==> src/rtl/pipeline_stall_controller.sv <==
// Hazard sequencer for the 5-stage pipeline: resolves memory wait, taken branch
// and load-use hazards into per-register enables/flushes, with timeout and stall stats.
module pipeline_stall_controller #(
   parameter int unsigned FLUSH_DEPTH = 2,
   parameter int unsigned WAIT_MAX    = 15
) (
   input  logic        clk,
   input  logic        reset,
   input  logic [3:0]  id_rn,
   input  logic [3:0]  id_rm,
   input  logic        id_uses_rn,
   input  logic        id_uses_rm,
   input  logic        ex_valid,
   input  logic        ex_is_load,
   input  logic [3:0]  ex_rd,
   input  logic        branch_taken_ex,
   input  logic        mem_req,
   input  logic        mem_ready,
   output logic        if_en,
   output logic        ifid_en,
   output logic        ifid_flush,
   output logic        idex_en,
   output logic        idex_flush,
   output logic        exmem_en,
   output logic        memwb_flush,
   output logic        mem_timeout,
   output logic [15:0] stall_count
);

   localparam int unsigned FLUSH_W = 4;
   localparam int unsigned WAIT_W  = 8;
   localparam int unsigned CNT_W   = 16;
   localparam bit          BR_MULTI = (FLUSH_DEPTH > 1);

   typedef enum logic [1:0] {
      RUN      = 2'd0,
      BR_FLUSH = 2'd1,
      MEM_WAIT = 2'd2
   } state_e;

   state_e             state_q, state_d;
   logic [FLUSH_W-1:0] flush_cnt_q, flush_cnt_d;
   logic [WAIT_W-1:0]  wait_cnt_q, wait_cnt_d;
   logic               mem_timeout_q, mem_timeout_d;
   logic [CNT_W-1:0]   stall_count_q, stall_count_d;

   logic memstall;
   logic loaduse;

   assign memstall = mem_req & ~mem_ready;
   assign loaduse  = ex_valid & ex_is_load &
                     ((id_uses_rn & (id_rn == ex_rd)) | (id_uses_rm & (id_rm == ex_rd)));

   assign mem_timeout = mem_timeout_q;
   assign stall_count = stall_count_q;

   // Next-state and Mealy output decode
   always_comb begin
      state_d       = state_q;
      flush_cnt_d   = flush_cnt_q;
      wait_cnt_d    = wait_cnt_q;
      mem_timeout_d = mem_timeout_q;
      stall_count_d = stall_count_q;
      if_en         = 1'b1;
      ifid_en       = 1'b1;
      ifid_flush    = 1'b0;
      idex_en       = 1'b1;
      idex_flush    = 1'b0;
      exmem_en      = 1'b1;
      memwb_flush   = 1'b0;

      case (state_q)
         RUN: begin
            if (memstall) begin
               if_en       = 1'b0;
               ifid_en     = 1'b0;
               idex_en     = 1'b0;
               exmem_en    = 1'b0;
               memwb_flush = 1'b1;
               state_d     = MEM_WAIT;
               wait_cnt_d  = WAIT_W'(1);
            end else if (branch_taken_ex) begin
               ifid_flush = 1'b1;
               idex_flush = 1'b1;
               if (BR_MULTI) begin
                  state_d     = BR_FLUSH;
                  flush_cnt_d = FLUSH_W'(FLUSH_DEPTH - 1);
               end
            end else if (loaduse) begin
               if_en      = 1'b0;
               ifid_en    = 1'b0;
               idex_flush = 1'b1;
            end
         end

         BR_FLUSH: begin
            // A memory stall parks the remaining flush count; MEM_WAIT resumes it on exit
            if (memstall) begin
               if_en       = 1'b0;
               ifid_en     = 1'b0;
               idex_en     = 1'b0;
               exmem_en    = 1'b0;
               memwb_flush = 1'b1;
               state_d     = MEM_WAIT;
               wait_cnt_d  = WAIT_W'(1);
            end else begin
               ifid_flush  = 1'b1;
               idex_flush  = 1'b1;
               flush_cnt_d = flush_cnt_q - FLUSH_W'(1);
               if (flush_cnt_q == FLUSH_W'(1)) begin
                  state_d = RUN;
               end
            end
         end

         MEM_WAIT: begin
            if (mem_ready || (wait_cnt_q == WAIT_W'(WAIT_MAX))) begin
               if (!mem_ready) begin
                  mem_timeout_d = 1'b1;
               end
               wait_cnt_d = '0;
               state_d    = (flush_cnt_q != '0) ? BR_FLUSH : RUN;
            end else begin
               if_en       = 1'b0;
               ifid_en     = 1'b0;
               idex_en     = 1'b0;
               exmem_en    = 1'b0;
               memwb_flush = 1'b1;
               wait_cnt_d  = wait_cnt_q + WAIT_W'(1);
            end
         end

         default: begin
            state_d = RUN;
         end
      endcase

      if (!if_en && (stall_count_q != '1)) begin
         stall_count_d = stall_count_q + CNT_W'(1);
      end

      // Reset holds every register stage in bubble and clears all bookkeeping
      if (reset) begin
         state_d       = RUN;
         flush_cnt_d   = '0;
         wait_cnt_d    = '0;
         mem_timeout_d = 1'b0;
         stall_count_d = '0;
         if_en         = 1'b0;
         ifid_en       = 1'b0;
         ifid_flush    = 1'b1;
         idex_en       = 1'b0;
         idex_flush    = 1'b1;
         exmem_en      = 1'b0;
         memwb_flush   = 1'b1;
      end
   end

   always_ff @(posedge clk) begin
      state_q       <= state_d;
      flush_cnt_q   <= flush_cnt_d;
      wait_cnt_q    <= wait_cnt_d;
      mem_timeout_q <= mem_timeout_d;
      stall_count_q <= stall_count_d;
   end

endmodule

==> config.mk <==
export PLATFORM = sky130hd
export DESIGN_NAME = pipeline_stall_controller
export DESIGN_NICKNAME = d
export VERILOG_FILES = /design/src/rtl/pipeline_stall_controller.sv
export SDC_FILE = /design/constraint.sdc
export NUM_CORES = 1
export LEC_CHECK = 0
export BUFFER_PORTS_ARGS = -buffer_cell sky130_fd_sc_hd__buf_2
export CAP_MARGIN = 20
export CORE_ASPECT_RATIO = 0.5
export CORE_MARGIN = 4
export CORE_UTILIZATION = 49
export DETAILED_ROUTE_END_ITERATION = 12
export PLACE_DENSITY = 0.81
export SYNTH_ARGS = -nofsm -noshare
export SYNTH_HDL_FRONTEND = slang
export SYNTH_SLANG_ARGS = --single-unit
==> constraint.sdc <==
create_clock -name clk -period 2.6 [get_ports clk]
set_input_delay 0.39 -clock clk [delete_from_list [all_inputs] [get_ports clk]]
set_output_delay 0.39 -clock clk [all_outputs]
set_load 0.05 [all_outputs]
==> results of run 1 <==
## placed cells by master (no fill, tap or decap), types with 2 or more instances in the layout
cell type,count
a21oi_1,21
a22oi_1,3
a311oi_1,2
and3_1,6
buf_2,42
buf_4,7
buf_6,2
clkbuf_8,7
dfxtp_1,29
dfxtp_2,2
ha_1,3
inv_1,8
mux2_4,3
mux2i_1,3
nand2_1,12
nand2b_1,5
nand3_1,8
nand4_1,7
nor2_1,32
nor2_2,2
nor2b_1,4
nor3_1,3
nor3b_1,3
nor4_1,2
o21ai_0,11
o31ai_1,7
or3_1,5
or3_4,2
or4_1,7
xnor2_1,8
## registers in the layout (all words and copies together), names as in the netlist
signal and flops:
flush_cnt_q 4, state_q 2, stall_count 16, wait_cnt_q 8, mem_timeout 1
## layer usage
metal,routed length [um],vias to the layer above,track usage [%],part of all wire (%)
met2,2280,58,34.3,50
met3,217,9,5.00,4.8
li1,-,928,-,-
met5,0,-,0,0
met4,68,0,6.46,1.5
met1,1970,863,23.2,43
## layout make-up
class / instances / share of cell area, %
multi-input combinational: 179 / 51.1
sequential: 31 / 27.7
timing repair buffer: 51 / 12.7
clock buffer: 8 / 4.44
tap: 51 / 2.83
inverter: 8 / 1.33
## worst paths after layout
check / from / endpoint / slack [ns]
setup / recovery: wait_cnt_q[5]$_SDFFE_PP0P_ / ifid_en / 0.13
hold / removal: branch_taken_ex / state_q[1]$_SDFFE_PP0P_ / 0.40
hold reg to reg: mem_timeout$_SDFFE_PP0P_ / mem_timeout$_SDFFE_PP0P_ / 0.49
setup reg to reg: wait_cnt_q[5]$_SDFFE_PP0P_ / stall_count[12]$_SDFFE_PP0P_ / 0.55
## power by group
part	switching, uW	internal, uW	total, uW
Sequential	19.6	490	510
Combinational	164	100	264
Clock	181	242	423
Total	365	832	1200
## worst register-to-register path, delay by kind of cell (launching register included)
kind | cells | cell delay (ns)
flops | 1 | 0.35
mux | 1 | 0.31
simple gates | 4 | 0.90
compound gates | 1 | 0.21
buf+inv | 1 | 0.16
## metrics by stage
stage / instance area [sq um] / setup slack (ns) / total power, uW / setup TNS (ns)
2_1_floorplan: 1850 / -0.0507 / 711 / -0.0507
3_5_place_dp: 2110 / 0.311 / 773 / 0
6_report: 2250 / 0.125 / 1200 / 0
5_1_grt: 2250 / 0.0251 / 1250 / 0
4_1_cts: 2210 / -0.0112 / 1190 / -0.0206
3_3_place_gp: 2110 / 0.357 / 765 / 0
## cell families (layout without fill, tap and decap cells)
family | count (synthesis) | count (layout) | synth area share, %
simple gates | 109 | 109 | 33.2
compound gates | 52 | 52 | 18.0
mux | 6 | 6 | 4.08
xor+xnor | 8 | 8 | 3.81
flops | 31 | 31 | 33.7
buf+inv | 19 | 67 | 4.49
fa+ha+maj | 4 | 4 | 2.72
## timing repair
| action | CTS | global route |
|---|---|---|
| endpoints found under the setup margin | 2 | 5 |
| pin swaps | 0 | 4 |
| buffers inserted | 0 | 3 |
| endpoints found under the hold margin | 0 | 0 |
| gates resized for setup | 0 | 10 |
==> reports/qor.yml, run 1 <==
seqCellArea_sq_um: 623
dp_hpwl_mm: 3.29
cp.depth: 6
netlist_area_sq_mm: 0.00184
clockBufferDepth: 2
syn_nets: 254
crit_top_cell: "or3_4"
synth.largest_area_cell: "dfxtp_1"
finClkSkew_ns: 0.00574
fin_hold_ws_ns: 0.402
hold_path.class: "in2reg"
drt-pass1-iter-count: 4
ys_types: 46
grt_pass1_wl_mm: 7.44
finalSetupViolCount: 0
status: "finished clean"
wl_per_cell_um: 13.8
slowest_delay_ns: 0.41
path_clk_slew_ns: 0.07
cp_cell_sequence: "or3_4 -> o21a_1 -> or3_4 -> nor2b_1 -> nor2_2 -> buf_6"
clockRootBuffer: "clkbuf_8"
ys_seq_area_share_pct: 33.7
die_w_um: 94.6
hold_buffers: 0
numCtsBuffers: 5
core_sq_mm: 0.00353
syn_to_final_growth_pct: 22.5
drt_first_iter_violations: 55
synthArstFlopShare_pct: 0
ir_worst_vdd_mv: 0.196
grtUsageTotal_pct: 19.5
die_h_um: 51.3
die_area_sq_mm: 0.00486
arrival_ns: 2.08
grt_overflow: 0
grt_pass1_vias: 1680
pwr_density_cell_mw_per_mm2: 531
finalHoldViolCount: 0
finalCritPeriodShare_pct: 95.2
multi_input_area_sq_mm: 0.00115
required_ns: 2.21
rows: 15
layout-drive-gt1-share_pct: 28.2
io_buffers: 44
reg2reg_depth: 7
diodes: 0
layout.nets: 301
syn_inst: 229
start_util_pct: 52.1
cp_top_family: "simple AND/OR/NAND/NOR gates"
path_buf_inv: 1
slew_headroom_pct: 58.4
clock_latency_ns: 0.28
io_pins: 45
vias: 1858
synth_edf_count: 0
final_core_util_pct: 63.9
antenna_found_initial: 0
yosysMostFrequentCell: "nor2_1"
synth.area.top_cells: "dfxtp_1, nor2_1, a21oi_1"
place.gp.congestion: 0.852
drv_slew: 0
crit_slowest_cell: "or3_4"
syn_avg_cell_area_sq_um: 8.03
critPathKind: "reg2out"
fillerInstances: 318
ys_ff_latch: 31
whs_path_depth: 3
drv_cap: 0
viasPerCell: 5.66
drc: 0
fin_cells: 328
final.min_clock_period_ns: 2.47
end_kind: "output pin"
drt_wl_total_mm: 4.54
synth_top_cell_area_share_pct: 33.7
yosysWarnings: 0
dp_cells: 317
crit_fanout: 5
cp-start-kind: "flip-flop"
ys.flop_type: "dfxtp_1"
synthTopCellsByCount: "nor2_1, dfxtp_1, a21oi_1"
cts_tree: "built"
cts.sinks: 31
max_freq_mhz: 404
ctsHtreeMaxLevel: 2
rsz0062_at_grt: "no"
ant_nets: 0
worst_slew_pin_slew_ns: 0.617
leakage_uw: 0.000882
grt_max_degree: 21
Power figures use the tool's default switching activity.
==> run 2: changes to the inputs <==
CORE_UTILIZATION = 48   (was 49)
HOLD_SLACK_MARGIN = 0.1   (was unset)
PLACE_DENSITY = 0.83   (was 0.81)
SKIP_CTS_REPAIR_TIMING = 1   (was unset)
clock period = 2.05 ns   (was 2.6 ns; I/O delays follow)
==> reports/qor.yml, run 2 (synthesized netlist as in run 1, its figures left out) <==
switchingPower_uw: 477
io_pins: 45
vias: 1905
drc: 0
core_sq_mm: 0.00357
switching_share_pct: 30.6
final_core_util_pct: 68.3
r2r-start: "wait_cnt_q[1]$_SDFFE_PP0P_"
rows: 15
grt_max_degree: 27
drv_slew: 0
final.min_clock_period_ns: 2.24
dp_cells: 328
r2r-end: "stall_count[12]$_SDFFE_PP0P_"
pwr-share-seq_pct: 41.4
design_area_sq_mm: 0.00243
drt_wl_total_mm: 4.70
end_kind: "output pin"
min_from: "branch_taken_ex"
arrival_ns: 1.93
drt-pass1-iter-count: 4
hold_path.class: "in2reg"
p_int_uw: 1080
required_ns: 1.74
wl_per_cell_um: 13.9
hold_end: "state_q[1]$_SDFFE_PP0P_"
worst_slew_pin_slew_ns: 0.451
crit_fanout: 4
drv_cap: 0
combPwrFrac_pct: 24.3
grt_pass1_vias: 1709
ir_worst_vdd_mv: 0.277
critPathKind: "reg2out"
die_h_um: 51.8
slew_headroom_pct: 69.2
grt_pass1_wl_mm: 7.53
reg2reg_depth: 8
drt_first_iter_violations: 63
path_clk_slew_ns: 0.06
start_util_pct: 51.6
diodes: 0
viasPerCell: 5.62
clockBufferDepth: 2
cts_tree: "built"
fin_hold_ws_ns: 0.356
layout.nets: 312
final_common_cell: "buf_2"
layout_setup_ws_ns: -0.191
ctsHtreeMaxLevel: 2
rsz0062_at_grt: "yes"
status: "finished, violations left"
finalHoldViolCount: 0
ant_nets: 0
finalSetupViolCount: 5
max_freq_mhz: 446
syn_to_final_growth_pct: 32.4
die_area_sq_mm: 0.00495
finClkSkew_ns: 0.00516
antenna_found_initial: 0
power_frac_clock_pct: 34.3
layout-drive-gt1-share_pct: 35.8
numCtsBuffers: 5
clockRootBuffer: "clkbuf_8"
ff2ff_setup_slack_ns: 0.05
cp-start-kind: "flip-flop"
grt_overflow: 0
dp_hpwl_mm: 3.34
clock_latency_ns: 0.28
pwr_density_cell_mw_per_mm2: 640
die_w_um: 95.5
io_buffers: 44
whs_path_depth: 3
fin_cells: 339
cts.sinks: 31
grtUsageTotal_pct: 19.5
largest_register_ffs: 16
leakage_uw: 0.000963
finalCritPeriodShare_pct: 109
violations: "setup timing"
place_area_sq_mm: 0.00224
place.gp.congestion: 0.865
layout_common_cells: "buf_2, nor2_1, dfxtp_1, a21oi_1, buf_4"
-- run 2: worst max path at each step --
stage	start	endpoint	slack [ns]	cells past startpoint
finish	wait_cnt_q[1]$_SDFFE_PP0P_	ifid_en	-0.19	7
global route	wait_cnt_q[1]$_SDFFE_PP0P_	ifid_en	-0.29	7
CTS	wait_cnt_q[0]$_SDFFE_PP0P_	ifid_en	-0.35	7
detailed placement	wait_cnt_q[1]$_SDFFE_PP0P_	ifid_en	-0.03	7
global placement	wait_cnt_q[7]$_SDFFE_PP0P_	ifid_en	0.05	6
floorplan	wait_cnt_q[7]$_SDFFE_PP0P_	ifid_en	-0.18	6
-- run 2: routing by layer --
layer	routed length [um]	track usage (%)	up-vias
li1	-	-	952
met1	2000	23.3	901
met2	2400	33.9	44
met3	255	5.20	8
met4	51	6.84	0
met5	0	0	-
-- run 2: area by class of cell --
class / instances / area (sq um)
fillers: 288 / 1130
clock buffers: 8 / 100
well taps: 51 / 63.8
inverters: 8 / 33.8
multi-input cells: 179 / 1210
flip-flops and latches: 31 / 637
repair buffers: 62 / 387
-- run 2: power by group through the flow --
stage / Clock, uW / Sequential (uW) / Combinational, uW
after global placement: 0 / 659 / 339
after global routing: 571 / 650 / 411
after detailed placement: 0 / 660 / 348
after floorplan: 0 / 677 / 241
after CTS: 545 / 647 / 350
final: 534 / 646 / 379
-- run 2: critical path, stage by stage, from the launching register on --
cell	delay (ns)
dfxtp_4	0.36
ha_4	0.14
nand4b_1	0.16
o21a_1	0.26
or3_4	0.33
nor2b_4	0.14
nor2_4	0.10
buf_6	0.17
-- run 2: metrics by stage --
step / total power, uW / worst slack [ns] / TNS, ns
floorplan: 918 / -0.178 / -0.369
global placement: 999 / 0.0495 / 0
detailed placement: 1010 / -0.0310 / -0.0716
CTS: 1540 / -0.353 / -1.41
global route: 1630 / -0.287 / -1.16
finish: 1560 / -0.191 / -0.720
==> run 3: changes to the inputs <==
ABC_AREA = 1   (was unset)
GPL_ROUTABILITY_DRIVEN = 0   (was unset)
PLACE_DENSITY = 0.82   (was 0.83)
==> reports/qor.yml, run 3 <==
netlist_area_sq_mm: 0.00196
yosysMostFrequentCell: "nand2_1"
ant_nets: 0
synth_edf_count: 0
drt-pass1-iter-count: 5
drt_first_iter_violations: 81
drv_slew: 0
grt_pass1_wl_mm: 8.76
max_freq_mhz: 496
total_power_uw: 1550
grtUsageTotal_pct: 20.9
die_h_um: 53.1
ys_types: 33
critPathKind: "reg2out"
finalHoldViolCount: 0
ys.flop_type: "dfxtp_1"
syn_nets: 321
layout.nets: 378
die_w_um: 98.3
io_buffers: 44
p_int_uw: 998
hold_end: "mem_timeout$_SDFFE_PP0P_"
yosysWarnings: 0
arrival_ns: 1.71
path_clk_slew_ns: 0.06
syn_inst: 296
end_kind: "output pin"
rows: 16
final.min_clock_period_ns: 2.02
viasPerCell: 5.42
numCtsBuffers: 5
antenna_found_initial: 0
top_layer_used: "met4"
leakage_uw: 0.00112
grt_pass1_vias: 2035
pwr-share-seq_pct: 42.6
slew_headroom_pct: 67.5
ys_ff_latch: 31
layout-drive-gt1-share_pct: 25.3
drc: 0
synth.largest_area_cell: "dfxtp_1"
min_from: "mem_ready"
clockBufferDepth: 2
place_area_sq_mm: 0.00232
vias: 2200
synthTopCellsByCount: "nand2_1, nor2_1, inv_1"
io_pins: 45
dp_hpwl_mm: 3.95
switchingPower_uw: 552
syn_to_final_growth_pct: 26.1
synth.area.top_cells: "dfxtp_1, nand2_1, nor2_1"
met3_length_um: 524
worst_slew_pin_slew_ns: 0.487
die_area_sq_mm: 0.00522
clockRootBuffer: "clkbuf_8"
pwr_density_cell_mw_per_mm2: 629
dr_wl_met2_mm: 2.53
r2r-start: "stall_count[0]$_SDFFE_PP0P_"
cp-start-kind: "flip-flop"
start_util_pct: 50.1
ctsHtreeMaxLevel: 2
crit_fanout: 4
cts_tree: "built"
largest_register_ffs: 16
r2r-end: "stall_count[1]$_SDFFE_PP0P_"
required_ns: 1.74
final_common_cell: "nand2_1"
hold_path.class: "in2reg"
layout_common_cells: "nand2_1, buf_2, nor2_1, inv_1, dfxtp_1"
grt_max_degree: 24
wl_per_cell_um: 13.2
ff2ff_setup_slack_ns: 0.15
ys_seq_area_share_pct: 31.7
finalCritPeriodShare_pct: 98.4
status: "finished clean"
grt_overflow: 0
switching_share_pct: 35.6
drv_cap: 0
clock_latency_ns: 0.28
reg2reg_depth: 9
dp_cells: 398
core_sq_mm: 0.00390
synthArstFlopShare_pct: 0
design_area_sq_mm: 0.00247
ir_worst_vdd_mv: 0.438
combPwrFrac_pct: 28.9
met1_length_mm: 2.23
cts.sinks: 31
finalSetupViolCount: 0
syn_avg_cell_area_sq_um: 6.61
finClkSkew_ns: 0.00561
power_frac_clock_pct: 28.5
diodes: 0
synth_top_cell_area_share_pct: 31.7
whs_path_depth: 4
drt_wl_total_mm: 5.36
fin_cells: 406
==> run 3: cell families after synthesis <==
logic type | synth area share (%)
AND/OR/NAND/NOR | 35.3
buffers and inverters | 11.1
AO/OA/AOI/OAI | 12.1
flip-flops | 31.7
XOR/XNOR | 7.17
adder cells (fa/ha/maj) | 2.56
==> run 3: worst max path at each step <==
stage / from / to / slack, ns / cells past startpoint
after detailed placement: wait_cnt_q[0]$_SDFFE_PP0P_ / exmem_en / 0.17 / 8
final: wait_cnt_q[0]$_SDFFE_PP0P_ / if_en / 0.03 / 7
after global placement: wait_cnt_q[0]$_SDFFE_PP0P_ / idex_en / 0.28 / 8
after global routing: wait_cnt_q[0]$_SDFFE_PP0P_ / if_en / -0.05 / 7
after CTS: wait_cnt_q[0]$_SDFFE_PP0P_ / exmem_en / -0.14 / 8
after floorplan: wait_cnt_q[0]$_SDFFE_PP0P_ / ifid_en / -0.06 / 7
==> run 3: critical path, stage by stage, from the launching register on <==
cell and delay (ns):
dfxtp_4 0.37, ha_4 0.14, nand3_2 0.11, o21ai_4 0.17
buf_4 0.15, a22oi_2 0.08, a21oi_4 0.22, buf_6 0.18
==> run 3: layout make-up <==
| class | count | area, sq um |
|---|---|---|
| fillers | 342 | 1440 |
| inverters | 40 | 154 |
| flip-flops and latches | 31 | 629 |
| multi-input cells | 215 | 1180 |
| clock buffers | 6 | 72.6 |
| well taps | 54 | 67.6 |
| repair buffers | 60 | 358 |
==> run 3: layer usage <==
layer  vias up  GRT usage, %
met5         -             0
met4         0          5.67
met3         9          6.18
met2       125          39.3
met1       989          23.7
li1       1077             -
==> run 3: power by group through the flow <==
| stage | Combinational (uW) | Clock [uW] | Sequential [uW] |
|---|---|---|---|
| after CTS | 428 | 446 | 658 |
| after global routing | 489 | 479 | 663 |
| after detailed placement | 427 | 0 | 671 |
| final | 448 | 441 | 661 |
| after global placement | 410 | 0 | 667 |
| after floorplan | 298 | 0 | 698 |
==> run 3: per-stage QoR <==
stage | hold slack (ns) | setup TNS (ns) | util (%) | setup slack (ns)
final | 0.374 | 0 | 63.2 | 0.0325
after global routing | 0.399 | -0.115 | 63.2 | -0.0498
after CTS | 0.367 | -0.434 | 61.2 | -0.143
after detailed placement | 0.474 | 0 | 59.4 | 0.171
after global placement | 0.448 | 0 | 59.4 | 0.281
after floorplan | 0.386 | -0.107 | - | -0.0554
